$ cat src/rtl/opera_arb_pkg.sv
// Shared encodings for the operand-A arbiter: FSM states, mux select values
// and the owner-selection rule used from both IDLE and TURN.
package opera_arb_pkg;

    typedef enum logic [1:0] {
        IDLE    = 2'd0,
        GNT_CPU = 2'd1,
        GNT_DMA = 2'd2,
        TURN    = 2'd3
    } arb_state_e;

    localparam logic SEL_CPU = 1'b0;
    localparam logic SEL_DMA = 1'b1;

    // A CPU that was cut off by a capped DMA burst goes first; otherwise DMA wins ties.
    function automatic arb_state_e pick_owner(input logic req_cpu,
                                              input logic req_dma,
                                              input logic cpu_owed);
        if (req_cpu && cpu_owed) begin
            return GNT_CPU;
        end else if (req_dma) begin
            return GNT_DMA;
        end else if (req_cpu) begin
            return GNT_CPU;
        end
        return IDLE;
    endfunction

endpackage

$ cat src/rtl/opera_burst_cnt.sv
// Saturating DMA burst-length counter; at_max_o flags the last cycle a DMA
// burst may keep the path while the CPU is waiting.
module opera_burst_cnt #(
    parameter int MAX_BURST = 16,
    parameter int CNT_W     = 5
) (
    input  logic clk,
    input  logic reset,
    input  logic clr_i,
    input  logic inc_i,
    output logic at_max_o
);

    localparam logic [CNT_W-1:0] CNT_MAX = CNT_W'(MAX_BURST - 1);

    logic [CNT_W-1:0] cnt_q;
    logic [CNT_W-1:0] cnt_d;

    // NOTE: next-state logic assigns its default before any branch so no path can infer a latch.
    always_comb begin
        cnt_d = cnt_q;
        if (clr_i) begin
            cnt_d = '0;
        end else if (inc_i && (cnt_q != CNT_MAX)) begin
            cnt_d = cnt_q + CNT_W'(1);
        end
    end

    // NOTE: state registers use non-blocking assignments so every flop samples pre-edge values.
    always_ff @(posedge clk) begin
        if (reset) begin
            cnt_q <= '0;
        end else begin
            cnt_q <= cnt_d;
        end
    end

    assign at_max_o = (cnt_q == CNT_MAX);

endmodule

$ cat src/rtl/opera_arbiter.sv
// Operand-A path arbiter between the CPU register file (D0A) and the DMA engine (Otro):
// one-cycle turnaround on owner change, DMA bursts capped while the CPU is waiting.
module opera_arbiter
    import opera_arb_pkg::*;
#(
    parameter int MAX_BURST = 16,
    parameter int CNT_W     = 5
) (
    input  logic clk,
    input  logic reset,
    input  logic req_cpu,
    input  logic req_dma,
    input  logic dma_last,
    output logic gnt_cpu,
    output logic gnt_dma,
    output logic sel_OperaA,
    output logic busy,
    output logic preempt
);

    arb_state_e state_q, state_d;
    logic       cpu_owed_q, cpu_owed_d;
    logic       sel_q, sel_d;
    logic       preempt_d;
    logic       gnt_cpu_q, gnt_dma_q, busy_q, preempt_q;
    logic       at_max;

    opera_burst_cnt #(
        .MAX_BURST (MAX_BURST),
        .CNT_W     (CNT_W)
    ) u_burst_cnt (
        .clk      (clk),
        .reset    (reset),
        .clr_i    (state_q != GNT_DMA),
        .inc_i    (state_q == GNT_DMA),
        .at_max_o (at_max)
    );

    always_comb begin
        state_d    = state_q;
        cpu_owed_d = cpu_owed_q;
        sel_d      = sel_q;
        preempt_d  = 1'b0;

        case (state_q)
            IDLE, TURN: state_d = pick_owner(req_cpu, req_dma, cpu_owed_q);
            GNT_CPU: begin
                if (!req_cpu) state_d = TURN;
            end
            GNT_DMA: begin
                if (req_cpu && at_max) begin
                    state_d    = TURN;
                    preempt_d  = 1'b1;
                    cpu_owed_d = 1'b1;
                end else if (!req_dma || dma_last) begin
                    state_d = TURN;
                end
            end
            default: state_d = IDLE;
        endcase

        // The select only moves when a new owner takes the path; TURN and IDLE hold it.
        if (state_d == GNT_CPU && state_q != GNT_CPU) begin
            sel_d      = SEL_CPU;
            cpu_owed_d = 1'b0;
        end else if (state_d == GNT_DMA && state_q != GNT_DMA) begin
            sel_d = SEL_DMA;
        end
    end

    always_ff @(posedge clk) begin
        if (reset) begin
            state_q    <= IDLE;
            cpu_owed_q <= 1'b0;
            sel_q      <= SEL_CPU;
            gnt_cpu_q  <= 1'b0;
            gnt_dma_q  <= 1'b0;
            busy_q     <= 1'b0;
            preempt_q  <= 1'b0;
        end else begin
            state_q    <= state_d;
            cpu_owed_q <= cpu_owed_d;
            sel_q      <= sel_d;
            gnt_cpu_q  <= (state_d == GNT_CPU);
            gnt_dma_q  <= (state_d == GNT_DMA);
            busy_q     <= (state_d != IDLE);
            preempt_q  <= preempt_d;
        end
    end

    // preempt rides with the turnaround cycle that follows the cut DMA burst.
    assign gnt_cpu    = gnt_cpu_q;
    assign gnt_dma    = gnt_dma_q;
    assign sel_OperaA = sel_q;
    assign busy       = busy_q;
    assign preempt    = preempt_q;

endmodule

$ cat config.mk
export PLATFORM = sky130hd
export DESIGN_NAME = opera_arbiter
export DESIGN_NICKNAME = d
export VERILOG_FILES = /design/src/rtl/opera_arb_pkg.sv /design/src/rtl/opera_burst_cnt.sv /design/src/rtl/opera_arbiter.sv
export SDC_FILE = /design/constraint.sdc
export NUM_CORES = 1
export LEC_CHECK = 0
export ABC_AREA = 1
export CAP_MARGIN = 20
export CORE_MARGIN = 2
export CORE_UTILIZATION = 44
export CTS_CLUSTER_DIAMETER = 80
export DETAILED_ROUTE_END_ITERATION = 10
export HOLD_SLACK_MARGIN = 0.08
export PLACE_DENSITY = 0.68
export REMOVE_ABC_BUFFERS = 1
export SLEW_MARGIN = 0
export SYNTH_ARGS = -nofsm -noshare
export SYNTH_HDL_FRONTEND = slang
export SYNTH_SLANG_ARGS = --single-unit
export TNS_END_PERCENT = 30
$ cat constraint.sdc
create_clock -name clk -period 1.3 [get_ports clk]
set_input_delay 0.13 -clock clk [delete_from_list [all_inputs] [get_ports clk]]
set_output_delay 0.13 -clock clk [all_outputs]
set_load 0.02 [all_outputs]
* Word level (Yosys, flattened, before mapping) *
Index checks and enable logic that the tools add are counted.

storage, ports and cells
  register bits = 13
  input bits = 5
  output and inout bits = 5
  logic and storage cells = 46

operators by class
  eq/ne operators = 9
  multiplexer cells = 13
  add/subtract/negate cells = 1
  reductions and logical operators = 14
  bitwise operators = 1

operators by type and width
  kind                                                   number
  two-way mux 2 bit                                      7
  OR reduction 2 bit                                     4
  == test 2 bit, second input constant                   3
  one-hot mux 2 bit (3 select lines)                     1
  adder 5 x 1 -> 5 bit, second input constant            1
  == test 5 x 4 -> 1 bit, second input constant          1
  logical AND 1 bit                                      5
  two-way mux 1 bit                                      5
  inequality test 5 x 4 -> 1 bit, second input constant  1
  == test 2 x 1 -> 1 bit, second input constant          2
  logical NOT 2 bit                                      1
  inequality test 2 x 1 -> 1 bit, second input constant  1
  inequality test 2 bit, second input constant           1
  AND reduction 2 bit                                    1
  nonzero test 2 bit                                     1
  logical NOT 1 bit                                      1
  logical OR 1 bit                                       1
  NOT 1 bit                                              1

* Longest topological paths before layout *
Gate-level depths: netlist of run 1.

  depth in word-level cells = 9
  mapped depth = 11

* By module *
From an unflattened synthesis of run 1, not the netlist that was laid out.

second synthesis, totals
  cells, all modules = 86
  area, all modules = 688.2 sq um

modules (own cells, without submodules)
  module           seq. area each (sq um)  area each (sq um)  cells an instance  times used
  opera_arbiter    160.2                   417.9              52                 1
  opera_burst_cnt  100.1                   270.3              34                 1

* Worst setup path after synthesis of run 1 *
No wires, ideal clock.

  kind = reg-to-reg
  start point = register u_burst_cnt.cnt_q[0]
  end point = register sel_q (netlist: sel_OperaA)
  required time = 1.186 ns
  arrival time = 1.339 ns
  slack = -0.152 ns
  period minus slack after synthesis = 1.452 ns
  cell stages (with the launch flop) = 12
  cell sequence = dfxtp_1 ha_1 inv_1 nor3_1 ha_1 nand3_2 nand2_2 inv_2 a21oi_4 nand2_1 nand2_2 nor2_1

between the ends
  longest elaborated chain between the ends = 7
  elaborated cells on any way between the ends = 9
  those cells by class = eq/ne (3); mux (2); reduce/logical (4)

ends and longest elaborated chain
  element                               RTL line               RTL
  start: declaration                    opera_burst_cnt.sv:16  logic [CNT_W-1:0] cnt_q;
  start signal: assignment              opera_burst_cnt.sv:34  cnt_q <= cnt_d;
  == test 5 x 4 -> 1 bit *              opera_burst_cnt.sv:38  assign at_max_o = (cnt_q == CNT_MAX);
  logical AND 1 bit *                   opera_arbiter.sv:51    if (req_cpu && at_max) begin
  two-way mux 2 bit *                   opera_arbiter.sv:51
  one-hot mux 2 bit (3 select lines) *  opera_arbiter.sv:45    case (state_q)
  == test 2 x 1 -> 1 bit                opera_arbiter.sv:63    if (state_d == GNT_CPU && state_q != GNT_CPU) begin
  logical AND 1 bit                     opera_arbiter.sv:63
  OR reduction 2 bit (no line)          -
  end signal: assignment                opera_arbiter.sv:83    sel_q <= sel_d;
  end: declaration                      opera_arbiter.sv:23    logic sel_q, sel_d;

Every way passes the cells marked *; elsewhere a longest branch is shown, timed or not.
A chain may end at the register's enable or synchronous reset.

* Final worst setup path of run 1 *
  start point = register u_burst_cnt.cnt_q[0]
  end point = register cpu_owed_q

between the ends
  longest elaborated chain between the ends = 7
  elaborated cells on any way between the ends = 8
  those cells by class = eq/ne (2); mux (2); reduce/logical (4)

ends and longest elaborated chain
  element                             RTL line               RTL
  == test 5 x 4 -> 1 bit *            opera_burst_cnt.sv:38
  logical AND 1 bit *                 opera_arbiter.sv:51
  two-way mux 2 bit                   opera_arbiter.sv:51
  one-hot mux 2 bit (3 select lines)  opera_arbiter.sv:45
  == test 2 x 1 -> 1 bit              opera_arbiter.sv:63
  logical AND 1 bit                   opera_arbiter.sv:63
  OR reduction 2 bit (no line)        -
  end signal: assignment              opera_arbiter.sv:82    cpu_owed_q <= cpu_owed_d;
  end: declaration                    opera_arbiter.sv:22    logic cpu_owed_q, cpu_owed_d;

Marks and branches as above.

==> results of run 1 <==
## timing repair
action / CTS / global route
pin swaps: 3 / 1
resized for setup: 20 / 8
endpoints found under the setup margin: 16 / 13
endpoints found under the hold margin: 0 / 0
setup buffers: 2 / 0
## flip-flops by register name, summed over array words and instances, names as in the netlist
| register | cells |
|---|---|
| busy | 1 |
| cpu_owed_q | 1 |
| gnt_cpu | 1 |
| gnt_dma | 1 |
| preempt | 1 |
| sel_OperaA | 1 |
| state_q | 2 |
| u_burst_cnt.cnt_q | 5 |
## routing by layer
metal | vias up | wire, um
li1 | 314 | -
met1 | 271 | 610
met2 | 11 | 826
met3 | 2 | 45
met4 | 0 | 10
met5 | - | 0
## stage by stage
| step | std cells | setup TNS (ps) | area [um2] | utilization [%] | hold WS [ps] |
|---|---|---|---|---|---|
| floorplan | 84 | -612 | 617 | - | 199 |
| global placement | 122 | -1060 | 831 | 63.8 | 455 |
| detailed placement | 122 | -1620 | 831 | 63.8 | 464 |
| CTS | 128 | -760 | 911 | 70.0 | 480 |
| global route | 128 | -2330 | 942 | 72.4 | 507 |
| finish | 128 | -1200 | 942 | 72.4 | 474 |
## layout make-up
type / count / area, um2
well taps: 15 / 18.8
repair buffers: 25 / 208
inverters: 16 / 60.1
fillers: 109 / 359
clock buffers: 4 / 26.3
flip-flops and latches: 13 / 263
multi-input cells: 55 / 367
## where the power goes
part	internal (uW)	switching [uW]
clock	119	145
sequential	505	47.7
combinational	610	726
## tightest hold or removal path, delay by kind of cell, from the launching register on
kind             cells  cell delay, ps
AO/OA/AOI/OAI        1              40
AND/OR/NAND/NOR      1              70
flip-flops           1             330
## worst max path at each step
stage | from | endpoint | slack, ps | cells past startpoint
floorplan | u_burst_cnt.cnt_q[0]$_SDFFE_PP0P_ | sel_OperaA$_SDFFE_PP0P_ | -150 | 11
global placement | u_burst_cnt.cnt_q[1]$_SDFFE_PP0P_ | sel_OperaA$_SDFFE_PP0P_ | -160 | 11
detailed placement | u_burst_cnt.cnt_q[0]$_SDFFE_PP0P_ | sel_OperaA$_SDFFE_PP0P_ | -230 | 11
global route | u_burst_cnt.cnt_q[0]$_SDFFE_PP0P_ | sel_OperaA$_SDFFE_PP0P_ | -290 | 11
CTS | u_burst_cnt.cnt_q[0]$_SDFFE_PP0P_ | cpu_owed_q$_SDFFE_PP0P_ | -150 | 11
finish | u_burst_cnt.cnt_q[0]$_SDFFE_PP0P_ | cpu_owed_q$_SDFFE_PP0P_ | -200 | 11
## logic make-up (layout without fill, tap and decap cells)
| kind of cell | Yosys count | in the layout | synth area share [%] |
|---|---|---|---|
| adder cells (fa/ha/maj) | 4 | 4 | 8.11 |
| buffers and inverters | 16 | 45 | 9.74 |
| AO/OA/AOI/OAI | 10 | 10 | 9.94 |
| AND/OR/NAND/NOR | 40 | 40 | 28.6 |
| flip-flops | 13 | 13 | 42.2 |
| XOR/XNOR | 1 | 1 | 1.42 |
## synth_stat cells
cell | instances | area [um2]
nand3_1 | 4 | 20.0
dfxtp_1 | 13 | 260
nand2_2 | 5 | 31.3
inv_2 | 1 | 3.75
nor3_1 | 2 | 10.0
o21ai_0 | 4 | 20.0
ha_1 | 4 | 50.1
inv_1 | 15 | 56.3
xor2_1 | 1 | 8.76
a21oi_1 | 5 | 25.0
a21oi_4 | 1 | 16.3
nor2_1 | 14 | 52.6
nand3_2 | 1 | 10.0
nand2_1 | 14 | 52.6
## cells in the final DEF (no fill, tap or decap), drive strengths merged
cell           synthesis  routed
dlygate4sd2            0       5
o21ai                  4       4
ha                     4       4
xor2                   1       1
clkbuf                 0       4
buf                    0      16
inv                   16      16
nor2                  14      14
nor3                   2       2
nand3                  5       5
nand2                 19      19
a21oi                  6       6
clkdlybuf4s50          0       4
dfxtp                 13      13
==> flow_summary_export.csv, run 1 <==
group,metric,value,unit
clock_network,htree_levels,1,
min_path,hold_path_end,"sel_OperaA$_SDFFE_PP0P_",
setup_path,crit_required,1480,ps
power_and_ir_drop,finalPower,2150,uW
global_route,globalRouteMet2Util,33.4,%
clock_network,numCtsBuffers,3,
synthesis,syn_area,617,um2
global_route,grt_pass1_wl,2280,um
synthesis,syn_area_per_cell,7.34,um2
timing,final-max-slew-violation-count,0,
clock_network,cts_tree,"built",
clock_network,holdBufCountCts,0,
timing,hold_viol_final,0,
die,die_h,41.4,um
global_route,grt_max_degree,8,
layout,fin_nets,123,
routing,drc,0,
global_route,antenna_found_initial,0,
setup_path,critPathTopFamily,"simple AND/OR/NAND/NOR gates",
setup_path,worstPathMaxFanout,3,
power_and_ir_drop,powerDensity,2280,nW/um2
timing,fin_crit,1500,ps
global_route,grt-ovfl-total,0,
global_route,busiest_layer,"met2",
setup_path,cp_cell_sequence,"ha_4 -> inv_2 -> nor3_4 -> ha_2 -> nand3_2 -> nand2_2 -> inv_2 -> a21oi_4 -> nand2_1 -> nand2_2 -> nor2_1",
die,pin_count,10,
timing,fmax,0.669,GHz
flow_run,drv_cap,0,
setup_path,reg2reg_slack,-200,ps
synthesis,yosys_warnings,0,
routing,wirelength,1490,um
routing,wire_per_inst,11.7,um
status,status,"finished, violations left",
die,die_w,41.4,um
setup_path,reg2reg_from,"u_burst_cnt.cnt_q[0]$_SDFFE_PP0P_",
placed_design,hpwlAfterDp,978,um
die,dieArea,1720,um2
setup_path,reg2reg_depth,11,
synthesis,ys_ff_latch,13,
setup_path,crit_path_max_incr_delay,360,ps
placed_design,finalWeightedCongestion,0.719,
setup_path,critPathSlowestCell,"dfxtp_2",
routing,vias,598,
die,fp-row-count,13,
setup_path,critPathCaptureType,"flip-flop",
min_path,holdCritPathClass,"flip-flop to flip-flop",
routing,drtIter0Drc,8,
status,violations,"setup timing",
synthesis,yosysSeqAreaShare,42.2,%
die,core,1300,um2
min_path,hold_path_depth,2,
clock_network,path_clk_slew,90,ps
timing,skew,2.63,ps
setup_path,worst-setup-path-type,"flip-flop to flip-flop",
placed_design,portBuffers,9,
min_path,hp-start,"sel_OperaA$_SDFFE_PP0P_",
setup_path,crit_arrival,1680,ps
setup_path,cp_num_buf_inv,2,
setup_path,r2r-end,"cpu_owed_q$_SDFFE_PP0P_",
routing,ant_nets,0,
clock_network,cts_root_buf,"clkbuf_4",
layout,layout-drive-gt1-share,37.2,%
placed_design,dp_slack,-225,ps
layout,diodes,0,
die,initial_core_util,47.4,%
global_route,met1_usage,17.9,%
clock_network,clock_sinks,13,
global_route,met3_usage,3.91,%
timing,setup_viol,12,
timing,rsz0062_at_grt,"yes",
synthesis,synthCells,84,
timing,fin_crit_sh,115,%
power_and_ir_drop,ir_worst_vdd,1.51,mV
routing,first_pass_iters,4,
synthesis,synth.distinct_cells,14,
layout,syn2layout_area_growth,52.7,%
routing,via_per_inst,4.67,
clock_network,clock_latency,280,ps
timing,fin_ws,-195,ps
global_route,grt_usage,17.3,%
timing,slew_headroom,85.7,%
setup_path,start_kind,"flip-flop",
timing,worst_pin_slew,215,ps
clock_network,ctsLongestPathBuffers,2,
global_route,grt_pass1_vias,577,
power_and_ir_drop,power_leakage,0.000451,uW
No activity file was read; power rests on OpenSTA's default activity.
==> inputs of run 2 (changes only) <==
--- a/config.mk
+++ b/config.mk
@@ -13,7 +13,6 @@
 export DETAILED_ROUTE_END_ITERATION = 10
 export HOLD_SLACK_MARGIN = 0.08
 export PLACE_DENSITY = 0.68
-export REMOVE_ABC_BUFFERS = 1
 export SLEW_MARGIN = 0
 export SYNTH_ARGS = -nofsm -noshare
 export SYNTH_HDL_FRONTEND = slang
==> run 2 against run 1 <==
- the run still ends with setup timing left
- sequential power rose by 0.9%
- critical endpoint is now sel_OperaA$_SDFFE_PP0P_
- highest routed layer unchanged
- maximum frequency is 0.56% higher
- critical path depth did not move
- total power shrank 11%
- via count shrank 1.2%
- flip-flop and latch count did not move
- first-iteration DRC count down 88%
- global-route usage is essentially flat
- clock skew shrank 1.5 ps
- routed wire length down 14%
- count of clock-buffer cells in the layout unchanged
==> flow_summary_export.csv, run 2 (synthesis gave the netlist of run 1 again) <==
group,metric,value,unit
routing,first_pass_iters,2,
placed_design,portBuffers,9,
power_and_ir_drop,p_int,1110,uW
die,die_h,41.4,um
layout,fin_area,896,um2
timing,fin_ws,-187,ps
status,violations,"setup timing",
layout,largest_reg_flops,5,
clock_network,ctsLongestPathBuffers,2,
setup_path,crit_arrival,1670,ps
clock_network,numCtsBuffers,3,
layout,largest_register,"u_burst_cnt.cnt_q",
global_route,grt_usage,17.3,%
timing,rsz0062_at_grt,"yes",
min_path,holdCritPathClass,"flip-flop to flip-flop",
timing,worst_pin_slew,218,ps
timing,slew_headroom,85.5,%
clock_network,holdBufCountCts,0,
timing,final-max-slew-violation-count,0,
power_and_ir_drop,combinationalPowerShare,57.6,%
timing,fin_crit,1490,ps
power_and_ir_drop,ir_worst_vdd,1.62,mV
timing,hold_viol_final,0,
setup_path,start_kind,"flip-flop",
setup_path,crit_required,1480,ps
routing,wire_per_inst,10.1,um
timing,hold_ws,520,ps
clock_network,clock_sinks,13,
routing,vias,591,
layout,num-fill-cells,120,
power_and_ir_drop,power_frac_seq,29.0,%
setup_path,reg2reg_slack,-190,ps
layout,fin_nets,121,
die,dieArea,1720,um2
clock_network,path_clk_slew,80,ps
global_route,grt_pass1_vias,608,
synthesis,syn_nets,93,
global_route,antenna_found_initial,0,
setup_path,reg2reg_from,"u_burst_cnt.cnt_q[0]$_SDFFE_PP0P_",
routing,drtIter0Drc,1,
timing,setup_viol,12,
clock_network,cts_tree,"built",
min_path,hold_path_end,"sel_OperaA$_SDFFE_PP0P_",
placed_design,finalWeightedCongestion,0.858,
power_and_ir_drop,p_switching,814,uW
power_and_ir_drop,clkPwrFrac,13.5,%
clock_network,clock_latency,280,ps
min_path,hold_path_depth,2,
power_and_ir_drop,power_leakage,0.000421,uW
setup_path,critPathCaptureType,"flip-flop",
placed_design,hpwlAfterDp,975,um
power_and_ir_drop,switching_share,42.3,%
flow_run,drv_cap,0,
routing,drc,0,
clock_network,htree_levels,1,
die,die_w,41.4,um
routing,via_per_inst,4.69,
setup_path,reg2reg_depth,11,
timing,skew,1.14,ps
die,fp-row-count,13,
setup_path,worstPathMaxFanout,3,
layout,diodes,0,
layout,layout_common_cells,"nor2_1 (14), buf_4 (14), inv_1 (13), nand2_1 (13), dfxtp_1 (11)",
placed_design,placed_cell_area,823,um2
routing,wirelength,1280,um
die,core,1300,um2
timing,fin_crit_sh,114,%
setup_path,worst-setup-path-type,"flip-flop to flip-flop",
layout,syn2layout_area_growth,45.2,%
setup_path,r2r-end,"sel_OperaA$_SDFFE_PP0P_",
clock_network,cts_root_buf,"clkbuf_4",
die,initial_core_util,47.4,%
status,status,"finished, violations left",
global_route,grt_max_degree,8,
layout,reg_top3,"u_burst_cnt.cnt_q x5, state_q x2",
routing,ant_nets,0,
power_and_ir_drop,powerDensity,2150,nW/um2
die,pin_count,10,
global_route,grt-ovfl-total,0,
global_route,grt_pass1_wl,2300,um
layout,layout-drive-gt1-share,32.4,%
min_path,hp-start,"sel_OperaA$_SDFFE_PP0P_",
timing,fmax,0.673,GHz
run 2: layout make-up:
type	instances	area, um2	share of cell area, %
multi-input combinational	55	339	37.8
tap	15	18.8	2.09
inverter	16	60.1	6.70
sequential	13	263	29.3
timing repair buffer	23	189	21.1
clock buffer	4	26.3	2.93
run 2: worst max-delay path, cell delays in order, from the launching register on:
cell and delay, ps:
dfxtp_2 360, ha_4 130, inv_2 30, nor3_2 110, ha_2 210, nand3_2 100, nand2_2 80, inv_2 50
a21oi_4 120, nand2_1 80, nand2_2 70, nor2_1 50
run 2: per-stage QoR:
step	cells	total power, uW	TNS [ps]	setup WS [ps]	util [%]
after global placement	118	1600	-830	-164	63.3
after floorplan	84	1240	-203	-90.7	-
final	126	1920	-778	-187	68.8
after global routing	126	2100	-1960	-292	68.8
after detailed placement	118	1620	-1190	-216	63.3
after CTS	125	1870	-957	-193	67.1
run 2: worst max-delay path by stage:
stage                                       from                 endpoint
6_report       u_burst_cnt.cnt_q[0]$_SDFFE_PP0P_  sel_OperaA$_SDFFE_PP0P_
5_1_grt        u_burst_cnt.cnt_q[1]$_SDFFE_PP0P_  sel_OperaA$_SDFFE_PP0P_
4_1_cts        u_burst_cnt.cnt_q[1]$_SDFFE_PP0P_  sel_OperaA$_SDFFE_PP0P_
3_5_place_dp   u_burst_cnt.cnt_q[0]$_SDFFE_PP0P_  sel_OperaA$_SDFFE_PP0P_
3_3_place_gp   u_burst_cnt.cnt_q[0]$_SDFFE_PP0P_  cpu_owed_q$_SDFFE_PP0P_
2_1_floorplan  u_burst_cnt.cnt_q[1]$_SDFFE_PP0P_  sel_OperaA$_SDFFE_PP0P_
run 2: repair_timing:
item | CTS | global route
buffers inserted | 3 | 1
pin swaps | 3 | 1
gates resized for setup | 9 | 5
endpoints found under the setup margin | 16 | 13
run 2: routing by layer:
metal | share of wire, % | track usage, % | vias up
met5 | 0 | 0 | -
met4 | 2.8 | 11.0 | 0
met3 | 2.8 | 5.22 | 4
met2 | 51 | 29.7 | 10
met1 | 43 | 18.3 | 263
li1 | - | - | 314
run 2: power by group through the flow:
stage	clock [uW]	sequential, uW	combinational [uW]
detailed placement	0	566	1060
global route	288	570	1240
floorplan	0	627	618
CTS	268	552	1050
finish	259	558	1110
global placement	0	564	1030
